===== config.mk =====
export PLATFORM = sky130hd
export DESIGN_NAME = sdram_ctl_if2
export DESIGN_NICKNAME = d
export VERILOG_FILES = /design/src/rtl/sdram_pkg.sv /design/src/rtl/sdram_ref_sched.sv /design/src/rtl/sdram_ctl_if2.sv
export SDC_FILE = /design/constraint.sdc
export NUM_CORES = 1
export LEC_CHECK = 0
export BUFFER_PORTS_ARGS = -buffer_cell sky130_fd_sc_hd__buf_2
export CAP_MARGIN = 0
export CORE_MARGIN = 8
export CORE_UTILIZATION = 25
export CTS_CLUSTER_DIAMETER = 200
export CTS_CLUSTER_SIZE = 8
export DETAILED_ROUTE_END_ITERATION = 8
export MAX_ROUTING_LAYER = met4
export RECOVER_POWER = 25
export SLEW_MARGIN = 20
export SYNTH_ARGS = -nofsm -noshare
export SYNTH_HDL_FRONTEND = slang
export SYNTH_SLANG_ARGS = --single-unit

===== constraint.sdc =====
create_clock -name CLK -period 3.2 [get_ports CLK]
set_clock_uncertainty 0.15 [all_clocks]
set_input_delay 0.16 -clock CLK [delete_from_list [all_inputs] [get_ports CLK]]
set_output_delay 0.16 -clock CLK [all_outputs]
set_load 0.05 [all_outputs]

===== src/rtl/sdram_pkg.sv =====
// Shared command encodings, init-state enum and counter widths
// for the SDRAM command interface (sdram_ctl_if2).
package sdram_pkg;

  localparam logic [2:0] CMD_NOP    = 3'b000;
  localparam logic [2:0] CMD_READA  = 3'b001;
  localparam logic [2:0] CMD_WRITEA = 3'b010;

  localparam int CNT_W  = 16;
  localparam int DEBT_W = 3;
  localparam int RCNT_W = 4;

  typedef enum logic [2:0] {
    ST_WAIT,
    ST_PRE,
    ST_REF,
    ST_LMR,
    ST_RUN
  } init_st_e;

endpackage


===== src/rtl/sdram_ref_sched.sv =====
// Refresh scheduler: free-running interval timer plus refresh debt.
// Optional sticky overflow flag when SDRAM_REF_OVF_EN is defined.
module sdram_ref_sched
  import sdram_pkg::*;
#(
  parameter int REF_PER      = 1560,
  parameter int REF_DEBT_MAX = 4
) (
  input  logic clk,
  input  logic rst_n,
  input  logic en_i,
  input  logic ack_i,
  output logic req_o,
  output logic urgent_o
`ifdef SDRAM_REF_OVF_EN
  ,
  output logic ovf_o
`endif
);

  logic [CNT_W-1:0]  tmr_q, tmr_d;
  logic [DEBT_W-1:0] debt_q, debt_d;
  logic              req_q, urg_q;
  logic              tick, ack, at_max;

  assign tick   = en_i && (tmr_q == CNT_W'(REF_PER - 1));
  assign ack    = en_i && ack_i;
  assign at_max = (debt_q == DEBT_W'(REF_DEBT_MAX));

  always_comb begin
    tmr_d = tmr_q;
    if (tick)
      tmr_d = '0;
    else if (en_i)
      tmr_d = tmr_q + CNT_W'(1);
  end

  // A refresh issued on a tick cycle cancels that tick's debt.
  always_comb begin
    debt_d = debt_q;
    if (tick && ack)
      debt_d = debt_q;
    else if (tick) begin
      if (!at_max)
        debt_d = debt_q + DEBT_W'(1);
    end else if (ack && debt_q != '0)
      debt_d = debt_q - DEBT_W'(1);
  end

  always_ff @(posedge clk or negedge rst_n) begin
    if (!rst_n) begin
      tmr_q  <= '0;
      debt_q <= '0;
      req_q  <= 1'b0;
      urg_q  <= 1'b0;
    end else begin
      tmr_q  <= tmr_d;
      debt_q <= debt_d;
      req_q  <= (debt_q != '0);
      urg_q  <= at_max;
    end
  end

  assign req_o    = req_q;
  assign urgent_o = urg_q;

`ifdef SDRAM_REF_OVF_EN
  logic ovf_q;

  always_ff @(posedge clk or negedge rst_n) begin
    if (!rst_n)
      ovf_q <= 1'b0;
    else if (tick && !ack && at_max)
      ovf_q <= 1'b1;
  end

  assign ovf_o = ovf_q;
`endif

endmodule


===== src/rtl/sdram_ctl_if2.sv =====
// SDRAM command interface: power-up init sequencer, command decode,
// ack shaping and refresh scheduling. Option macro: SDRAM_REF_OVF_EN.
module sdram_ctl_if2
  import sdram_pkg::*;
#(
  parameter int ASIZE        = 23,
  parameter int INIT_PER     = 1000,
  parameter int INIT_GAP     = 20,
  parameter int INIT_REF_CNT = 8,
  parameter int REF_PER      = 1560,
  parameter int REF_DEBT_MAX = 4
) (
  input  logic             CLK,
  input  logic             RESET_N,
  input  logic [2:0]       CMD,
  input  logic [ASIZE-1:0] ADDR,
  input  logic             CM_ACK,
  input  logic             REF_ACK,
  output logic             NOP,
  output logic             READA,
  output logic             WRITEA,
  output logic [ASIZE-1:0] SADDR,
  output logic             CMD_ACK,
  output logic             INIT_PRECHARGE,
  output logic             INIT_REFRESH,
  output logic             INIT_LOAD_MODE,
  output logic             INIT_DONE,
  output logic             REF_REQ,
  output logic             REF_URGENT
`ifdef SDRAM_REF_OVF_EN
  ,
  output logic             REF_OVF
`endif
);

  init_st_e          st_q;
  logic [CNT_W-1:0]  cnt_q;
  logic [RCNT_W-1:0] rcnt_q;
  logic              pre_q, ref_q, lmr_q, done_q;
  logic              wait_end, gap_end;

  assign wait_end = (cnt_q == CNT_W'(INIT_PER));
  assign gap_end  = (cnt_q == CNT_W'(INIT_GAP - 1));

  always_ff @(posedge CLK or negedge RESET_N) begin
    if (!RESET_N) begin
      st_q   <= ST_WAIT;
      cnt_q  <= '0;
      rcnt_q <= '0;
      pre_q  <= 1'b0;
      ref_q  <= 1'b0;
      lmr_q  <= 1'b0;
      done_q <= 1'b0;
    end else begin
      pre_q <= 1'b0;
      ref_q <= 1'b0;
      lmr_q <= 1'b0;
      unique case (st_q)
        ST_WAIT:
          if (wait_end) begin
            cnt_q <= '0;
            st_q  <= ST_PRE;
          end else
            cnt_q <= cnt_q + CNT_W'(1);
        ST_PRE:
          if (gap_end) begin
            pre_q <= 1'b1;
            cnt_q <= '0;
            st_q  <= ST_REF;
          end else
            cnt_q <= cnt_q + CNT_W'(1);
        ST_REF:
          if (gap_end) begin
            ref_q  <= 1'b1;
            cnt_q  <= '0;
            rcnt_q <= rcnt_q + RCNT_W'(1);
            if (rcnt_q == RCNT_W'(INIT_REF_CNT - 1))
              st_q <= ST_LMR;
          end else
            cnt_q <= cnt_q + CNT_W'(1);
        ST_LMR:
          if (gap_end) begin
            lmr_q <= 1'b1;
            cnt_q <= '0;
            st_q  <= ST_RUN;
          end else
            cnt_q <= cnt_q + CNT_W'(1);
        ST_RUN:
          done_q <= 1'b1;
        default:
          st_q <= ST_WAIT;
      endcase
    end
  end

  logic             nop_q, rda_q, wra_q, ack_q;
  logic             nop_d, rda_d, wra_d;
  logic [ASIZE-1:0] saddr_q;

  // Commands are masked to NOP until init has completed.
  always_comb begin
    nop_d = 1'b1;
    rda_d = 1'b0;
    wra_d = 1'b0;
    if (done_q) begin
      nop_d = 1'b0;
      unique case (1'b1)
        (CMD == CMD_NOP):    nop_d = 1'b1;
        (CMD == CMD_READA):  rda_d = 1'b1;
        (CMD == CMD_WRITEA): wra_d = 1'b1;
        default: ;
      endcase
    end
  end

  always_ff @(posedge CLK or negedge RESET_N) begin
    if (!RESET_N) begin
      nop_q   <= 1'b0;
      rda_q   <= 1'b0;
      wra_q   <= 1'b0;
      saddr_q <= '0;
      ack_q   <= 1'b0;
    end else begin
      nop_q   <= nop_d;
      rda_q   <= rda_d;
      wra_q   <= wra_d;
      saddr_q <= ADDR;
      ack_q   <= CM_ACK && !ack_q;
    end
  end

  sdram_ref_sched #(
    .REF_PER      (REF_PER),
    .REF_DEBT_MAX (REF_DEBT_MAX)
  ) u_ref (
    .clk      (CLK),
    .rst_n    (RESET_N),
    .en_i     (st_q == ST_RUN),
    .ack_i    (REF_ACK),
    .req_o    (REF_REQ),
    .urgent_o (REF_URGENT)
`ifdef SDRAM_REF_OVF_EN
    ,
    .ovf_o    (REF_OVF)
`endif
  );

  assign NOP            = nop_q;
  assign READA          = rda_q;
  assign WRITEA         = wra_q;
  assign SADDR          = saddr_q;
  assign CMD_ACK        = ack_q;
  assign INIT_PRECHARGE = pre_q;
  assign INIT_REFRESH   = ref_q;
  assign INIT_LOAD_MODE = lmr_q;
  assign INIT_DONE      = done_q;

endmodule


After elaboration in Yosys (flattened, before gate mapping)
Index checks and enable logic that the tools add are counted.
{ "word_totals": {"word_cells": 80, "memories": 0, "inputBits": 30, "regBits": 75, "ramBits": 0, "output_inout_bits": 33, "latch_bits": 0, "mem_bits_ro": 0} }
{ "classes": {"n_shift": 0, "n_bitwise": 2, "n_mux": 24, "order_cmp": 0, "n_addsub": 5, "multipliers": 0, "n_reduce_logical": 16, "n_eq_ne": 17, "div": 0} }
{ "op_table": {"columns": ["operator", "count"], "rows": [
  ["2-to-1 mux 16 bit", 4],
  ["adder 16 x 1 -> 16 bit, second input constant", 2],
  ["one-hot mux 16 bit (2 select lines)", 1],
  ["2-to-1 mux 3 bit", 8],
  ["equality test 16 x 10 -> 1 bit, second input constant", 1],
  ["equality test 16 x 11 -> 1 bit, second input constant", 1],
  ["equality test 16 x 5 -> 1 bit, second input constant", 1],
  ["one-hot mux 3 bit (5 select lines)", 1],
  ["!= test 2 bit, second input constant", 6],
  ["2-to-1 mux 1 bit", 10],
  ["equality test 3 x 2 -> 1 bit, second input constant", 3],
  ["equality test 3 x 1 -> 1 bit, second input constant", 2],
  ["equality test 3 bit, second input constant", 2],
  ["logical NOT 3 bit", 2],
  ["AND reduction 6 bit", 1],
  ["nonzero test 2 bit", 3],
  ["logical AND 1 bit", 5],
  ["adder 4 x 1 -> 4 bit, second input constant", 1],
  ["equality test 4 x 3 -> 1 bit, second input constant", 1],
  ["adder 3 x 1 -> 3 bit, second input constant", 1],
  ["AND reduction 3 bit", 1],
  ["nonzero test 3 bit", 1],
  ["OR reduction 3 bit", 1],
  ["subtractor 3 x 1 -> 3 bit, second input constant", 1],
  ["other kinds (3)", 4]
]} }

Longest topological paths before layout
{ "depth": {"word_depth": 5, "depth_mapped": 8, "ltp_nobuf": 8} }

By module
From an unflattened synthesis, not the netlist that was laid out.
{ "unflattened": {"hier_cells": 261, "area_unflattened_um2": 3153.0} }
{ "modules_own_cells": {"columns": ["mod", "n_inst", "area_per_inst_um2", "seq_area_each_um2", "cells_per_inst"], "rows": [
  ["sdram_ctl_if2", 1, 2099.5, 1351.3, 164],
  ["sdram_ref_sched", 1, 1053.5, 525.5, 97]
]} }

Worst setup path after synthesis
Ideal clock, no wire load.
{ "synth_path": {"path_kind": "reg-to-reg", "from": "register u_ref.tmr_q[12]", "to": "register u_ref.debt_q[1]", "period_less_slack_ps": 2135, "stages_incl_launch_ff": 5, "path_buffers": 0, "arrival_time_ps": 1891, "path_slack_ps": 1065, "required_time_ps": 2956, "setup_ps": 94, "cell_sequence": "dfrtp_1 -> or4_4 -> nor4_2 -> fa_1 -> a211oi_1"} }
{ "synth_via": {"elab_chain_len": 5, "elab_cells_between_ends": 8, "classes_between": "eq/ne: 2; mux: 1; bitwise: 1; reduce/logical: 4"} }
{ "synth_lines": {"columns": ["item", "line", "text"], "rows": [
  ["from (decl)", "sdram_ref_sched.sv:21", "logic [CNT_W-1:0] tmr_q, tmr_d;"],
  ["from (signal assigned)", "sdram_ref_sched.sv:57", "tmr_q <= tmr_d;"],
  ["equality test 16 x 11 -> 1 bit (*)", "sdram_ref_sched.sv:26", "assign tick = en_i && (tmr_q == CNT_W'(REF_PER - 1));"],
  ["logical AND 1 bit (*)", "sdram_ref_sched.sv:26", null],
  ["branches (longest 3 deep; another with AND reduction 3 bit)", null, null],
  ["to (signal assigned)", "sdram_ref_sched.sv:58", "debt_q <= debt_d;"],
  ["to (decl)", "sdram_ref_sched.sv:22", "logic [DEBT_W-1:0] debt_q, debt_d;"]
]} }
Mark *: on every way between the ends.
A chain may end at the register's enable or synchronous reset.

Worst setup path after layout
{ "layout_path": {"from": "register st_q[2]", "to": "register u_ref.debt_q[1]"} }
{ "layout_via": {"elab_chain_len": 5, "elab_cells_between_ends": 10, "classes_between": "eq/ne: 2; mux: 1; bitwise: 1; reduce/logical: 6"} }
{ "layout_lines": {"columns": ["item", "line", "text"], "rows": [
  ["from (decl)", "sdram_ctl_if2.sv:36", "init_st_e st_q;"],
  ["from (signal assigned)", "sdram_ctl_if2.sv:47", "st_q <= ST_WAIT;"],
  ["from (signal assigned)", "sdram_ctl_if2.sv:62", "st_q <= ST_PRE;"],
  ["from (signal assigned)", "sdram_ctl_if2.sv:69", "st_q <= ST_REF;"],
  ["equality test 3 bit (*)", "sdram_ctl_if2.sv:138", ".en_i (st_q == ST_RUN),"],
  ["logical AND 1 bit (on tied branches)", "sdram_ref_sched.sv:27, sdram_ref_sched.sv:26", null],
  ["logical AND 1 bit (on tied branches)", "sdram_ref_sched.sv:46, sdram_ref_sched.sv:41", null],
  ["nonzero test 2 bit (no source line) or NOT 1 bit (tied branches)", null, null],
  ["AND reduction 3 bit (no source line)", null, null]
]} }
Every way passes the cells marked *; elsewhere a longest branch is shown, timed or not.

==> run_summary.xml <==
<?xml version="1.0" encoding="UTF-8"?>
<metrics>
  <group name="clock_network">
    <metric name="clk-insertion-delay-late" unit="ps">330</metric>
    <metric name="ctsResizeCount" unit="">0</metric>
    <metric name="clk_root_buffer_cell" unit="">sky130_fd_sc_hd__clkbuf_16</metric>
    <metric name="cts-buffers-inserted" unit="">9</metric>
    <metric name="clk_pin_slew_worst_setup_hold_paths" unit="ps">50</metric>
    <metric name="clock_path_buffers" unit="">2</metric>
    <metric name="tritoncts" unit="">built</metric>
    <metric name="clock_tree.htree_level_count" unit="">3</metric>
    <metric name="clock_sinks" unit="">75</metric>
  </group>
  <group name="finish">
    <metric name="fraction_of_layout_cells_with_a_size_suffix_above_1" unit="%">18.63</metric>
    <metric name="layout_commonest_cell" unit="">sky130_fd_sc_hd__dfrtp_1</metric>
    <metric name="finish.net_count" unit="">396</metric>
    <metric name="flow.area_growth_from_synthesis" unit="%">34.49</metric>
    <metric name="final_cell_mix" unit="">sky130_fd_sc_hd__dfrtp_1 (75), sky130_fd_sc_hd__buf_2 (42), sky130_fd_sc_hd__dlygate4sd3_1 (31)</metric>
    <metric name="antenna_cells" unit="">0</metric>
  </group>
  <group name="routing">
    <metric name="met3WireLength" unit="microns">284</metric>
    <metric name="post_drt_via_cell_ratio" unit="">4.227</metric>
    <metric name="highest_layer" unit="">met4</metric>
    <metric name="drt-wirelength-per-cell" unit="microns">12.72</metric>
    <metric name="drtIter0Drc" unit="">95</metric>
    <metric name="met2WireLength" unit="microns">3435</metric>
    <metric name="vias_after_detailed_routing" unit="">2270</metric>
    <metric name="drcViolationCount" unit="">0</metric>
    <metric name="m1WireLength" unit="microns">2981</metric>
    <metric name="totalWireLength" unit="microns">6829</metric>
    <metric name="dr.pass1.iters" unit="">4</metric>
    <metric name="ant_nets" unit="">0</metric>
  </group>
  <group name="sta">
    <metric name="hold_slack" unit="ps">293.8</metric>
    <metric name="timing.final.setup_violations" unit="">0</metric>
    <metric name="worst_rel_slew_slack" unit="%">38.14</metric>
    <metric name="timing_worst_slew_pin_value" unit="ps">927.9</metric>
    <metric name="timing.fmax" unit="MHz">440.5</metric>
    <metric name="period_minus_slack" unit="ps">2270</metric>
    <metric name="finalHoldViolCount" unit="">0</metric>
    <metric name="timing.final.max_slew_violations" unit="">0</metric>
    <metric name="fin_ws" unit="ps">930.0</metric>
    <metric name="final_min_period_over_clock_period" unit="%">70.94</metric>
    <metric name="unrepaired_setup_endpoints_after_global_routing" unit="">false</metric>
    <metric name="sum_of_negative_setup_slack" unit="ps">0</metric>
  </group>
  <group name="synthesis">
    <metric name="netlist.top_cell.by_area" unit="">sky130_fd_sc_hd__dfrtp_1</metric>
    <metric name="synth.distinct_cells" unit="">45</metric>
    <metric name="yosysWarnings" unit="">0</metric>
    <metric name="synth_area" unit="sq um">3142</metric>
    <metric name="yosys-top-cells-area" unit="">sky130_fd_sc_hd__dfrtp_1 (60%), sky130_fd_sc_hd__xor2_1 (4.5%), sky130_fd_sc_hd__xnor2_1 (4.2%), sky130_fd_sc_hd__nand2_1 (2.4%), sky130_fd_sc_hd__nor2_1 (2.3%)</metric>
    <metric name="post-synth-top-area-fraction" unit="%">59.74</metric>
    <metric name="netlist_instances" unit="">260</metric>
    <metric name="synth_nets" unit="">295</metric>
    <metric name="postSynth.asyncResetShare" unit="%">100.0</metric>
    <metric name="post_synth.cell_area_avg" unit="sq um">12.08</metric>
    <metric name="synth_flop_cell" unit="">sky130_fd_sc_hd__dfrtp_1</metric>
    <metric name="synth.yosys.seq_area_share" unit="%">59.74</metric>
    <metric name="synth_enable_flop_cells" unit="">0</metric>
    <metric name="yosys_register_bits" unit="">75</metric>
  </group>
  <group name="critical_path">
    <metric name="r2r_cells" unit="">6</metric>
    <metric name="critPathSlowestCell" unit="">sky130_fd_sc_hd__dfrtp_1</metric>
    <metric name="worst_path_dominant_cell_family" unit="">simple AND/OR/NAND/NOR gates</metric>
    <metric name="ff2ff_setup_slack" unit="ps">930</metric>
    <metric name="chain_of_cells_forming_the_critical_path" unit="">nor3b_4 -&gt; buf_4 -&gt; nand2_1 -&gt; nor4_2 -&gt; fa_1 -&gt; a211oi_1</metric>
    <metric name="crit_path_max_fanout" unit="">15</metric>
    <metric name="worstPathBufferInverterCount" unit="">1</metric>
    <metric name="r2r_end" unit="">u_ref.debt_q[1]$_DFFE_PN0P_</metric>
    <metric name="worst-endpoint-arrival" unit="ps">2360</metric>
    <metric name="kind_of_start_point_of_the_critical_path" unit="">register</metric>
    <metric name="timing_worst_setup_path_type" unit="">register to register</metric>
    <metric name="cp_data_required_time" unit="ps">3290</metric>
    <metric name="critical_path.reg2reg.startpoint" unit="">st_q[2]$_DFFE_PN0P_</metric>
    <metric name="crit_path_max_incr_delay" unit="ps">500</metric>
    <metric name="worst_setup_path_end_kind" unit="">register</metric>
  </group>
  <group name="power_and_ir_drop">
    <metric name="power.density" unit="nW/um^2">498.1</metric>
    <metric name="cellLeakagePower" unit="uW">0.001939</metric>
    <metric name="ir_worst_vdd" unit="mV">0.2476</metric>
  </group>
  <group name="hold_path">
    <metric name="hold_path_end" unit="">CMD_ACK$_DFF_PN0_</metric>
    <metric name="min_from" unit="">CMD_ACK$_DFF_PN0_</metric>
    <metric name="worst_hold_path.num_cells" unit="">1</metric>
    <metric name="holdCritPathClass" unit="">register to register</metric>
  </group>
  <group name="floorplan">
    <metric name="fp.dieH" unit="microns">128.1</metric>
    <metric name="start_util" unit="%">25.20</metric>
    <metric name="core.rowCount" unit="">41</metric>
    <metric name="design.core.area" unit="sq um">12470</metric>
    <metric name="die_width" unit="microns">128.1</metric>
    <metric name="io_pins" unit="">63</metric>
    <metric name="overall_die_area" unit="sq um">16410</metric>
  </group>
  <group name="global_routing">
    <metric name="maximum_number_of_pins_on_one_net_before_global_route_repair" unit="">76</metric>
    <metric name="grt_pass1_wl" unit="microns">11360</metric>
    <metric name="grt_pass1_vias" unit="">2331</metric>
    <metric name="grt.total_usage" unit="%">9.118</metric>
    <metric name="antenna_found_initial" unit="">0</metric>
    <metric name="total_congestion_overflow" unit="">0</metric>
  </group>
  <group name="placed_design">
    <metric name="gpl.final_weighted_congestion" unit="">0.7883</metric>
    <metric name="dp_slack" unit="ps">902.6</metric>
    <metric name="hpwlAfterDp" unit="microns">4618</metric>
    <metric name="place.port_buffers" unit="">62</metric>
  </group>
  <group name="job">
    <metric name="timing.max_cap.violations" unit="">0</metric>
  </group>
  <group name="run_status">
    <metric name="result_of_the_run" unit="">finished clean</metric>
  </group>
</metrics>
## stage by stage
stage	utilization (%)	area (sq um)	total power (uW)	instances
after floorplan	-	3142	1045	260
after global placement	29.23	3643	1100	491
after detailed placement	29.23	3643	1101	491
after CTS	34.09	4249	2141	537
after global routing	33.90	4225	2187	537
final	33.90	4225	2105	537
## Yosys cell counts (2+ instances only)
library cell,n
sky130_fd_sc_hd__a21o_1,2
sky130_fd_sc_hd__a21oi_1,7
sky130_fd_sc_hd__and2_1,5
sky130_fd_sc_hd__and3_1,4
sky130_fd_sc_hd__and4_1,5
sky130_fd_sc_hd__and4b_1,2
sky130_fd_sc_hd__dfrtp_1,75
sky130_fd_sc_hd__ha_1,4
sky130_fd_sc_hd__inv_1,8
sky130_fd_sc_hd__nand2_1,20
sky130_fd_sc_hd__nand3_1,10
sky130_fd_sc_hd__nand3b_1,2
sky130_fd_sc_hd__nand4_1,11
sky130_fd_sc_hd__nor2_1,19
sky130_fd_sc_hd__nor2b_1,2
sky130_fd_sc_hd__nor3_1,8
sky130_fd_sc_hd__nor4_1,4
sky130_fd_sc_hd__nor4_4,2
sky130_fd_sc_hd__nor4b_1,2
sky130_fd_sc_hd__nor4bb_1,3
sky130_fd_sc_hd__o21ai_0,7
sky130_fd_sc_hd__o21ai_1,2
sky130_fd_sc_hd__o22ai_1,2
sky130_fd_sc_hd__or3_1,3
sky130_fd_sc_hd__or4_4,2
sky130_fd_sc_hd__xnor2_1,15
sky130_fd_sc_hd__xor2_1,16
## worst max path at each step
| stage | from | end | slack (ps) | depth (start not counted) |
|---|---|---|---|---|
| final | st_q[2]$_DFFE_PN0P_ | u_ref.debt_q[1]$_DFFE_PN0P_ | 930 | 6 |
| after global routing | cnt_q[0]$_DFFE_PN0P_ | cnt_q[8]$_DFFE_PN0P_ | 800 | 6 |
| after CTS | st_q[2]$_DFFE_PN0P_ | u_ref.debt_q[1]$_DFFE_PN0P_ | 890 | 6 |
| after detailed placement | st_q[2]$_DFFE_PN0P_ | u_ref.debt_q[1]$_DFFE_PN0P_ | 900 | 6 |
| after global placement | st_q[2]$_DFFE_PN0P_ | u_ref.debt_q[1]$_DFFE_PN0P_ | 1000 | 6 |
| after floorplan | u_ref.tmr_q[12]$_DFFE_PN0P_ | u_ref.debt_q[1]$_DFFE_PN0P_ | 1070 | 4 |
## area by class of cell
cell class              count  area, sq um
clock buffers              13        260.3
flip-flops and latches     75         1877
inverters                   8        30.03
fillers                  1257         8240
multi-input cells         173         1201
clock inverters             2        35.03
repair buffers             94        606.8
well taps                 172        215.2
## worst reg2reg max path, stage by stage, from the launching register on
cell	delay (ps)
sky130_fd_sc_hd__dfrtp_1	500
sky130_fd_sc_hd__nor3b_4	220
sky130_fd_sc_hd__buf_4	210
sky130_fd_sc_hd__nand2_1	80
sky130_fd_sc_hd__nor4_2	340
sky130_fd_sc_hd__fa_1	470
sky130_fd_sc_hd__a211oi_1	210
## state kept, by name, indices dropped and copies added, names as in the netlist
name,count
u_ref.urgent_o,1
cnt_q,16
WRITEA,1
rcnt_q,4
INIT_DONE,1
SADDR,23
INIT_LOAD_MODE,1
u_ref.req_o,1
u_ref.tmr_q,16
st_q,3
CMD_ACK,1
u_ref.debt_q,3
NOP,1
INIT_PRECHARGE,1
READA,1
INIT_REFRESH,1
## report_power, final
group / switching (uW) / total (uW) / internal [uW]
clock network: 356 / 996 / 640
registers: 4.39 / 969 / 965
logic: 94.1 / 139 / 45.2
## what timing repair did
item | in CTS | in global routing
hold endpoints to repair | 103 | 0
hold buffers | 31 | 0
buffers inserted | 0 | 0
## metal layers
metal,up-vias,global-route usage (%)
met1,1096,9.921
met5,-,-
li1,1111,-
met3,13,3.328
met4,0,4.196
met2,50,14.65
## kinds of logic after synthesis
family                     Yosys count  synth area share, %
DFF                                 75                59.74
xor gates and xnor gates            31                8.642
muxes                                2               0.6770
AOI/OAI and AO/OA                   24                4.619
and+or+nand+nor                    111                22.06
adders and majority gates            5                2.230
buffers and inverters               12                2.031
Power figures use the tool's default switching activity.
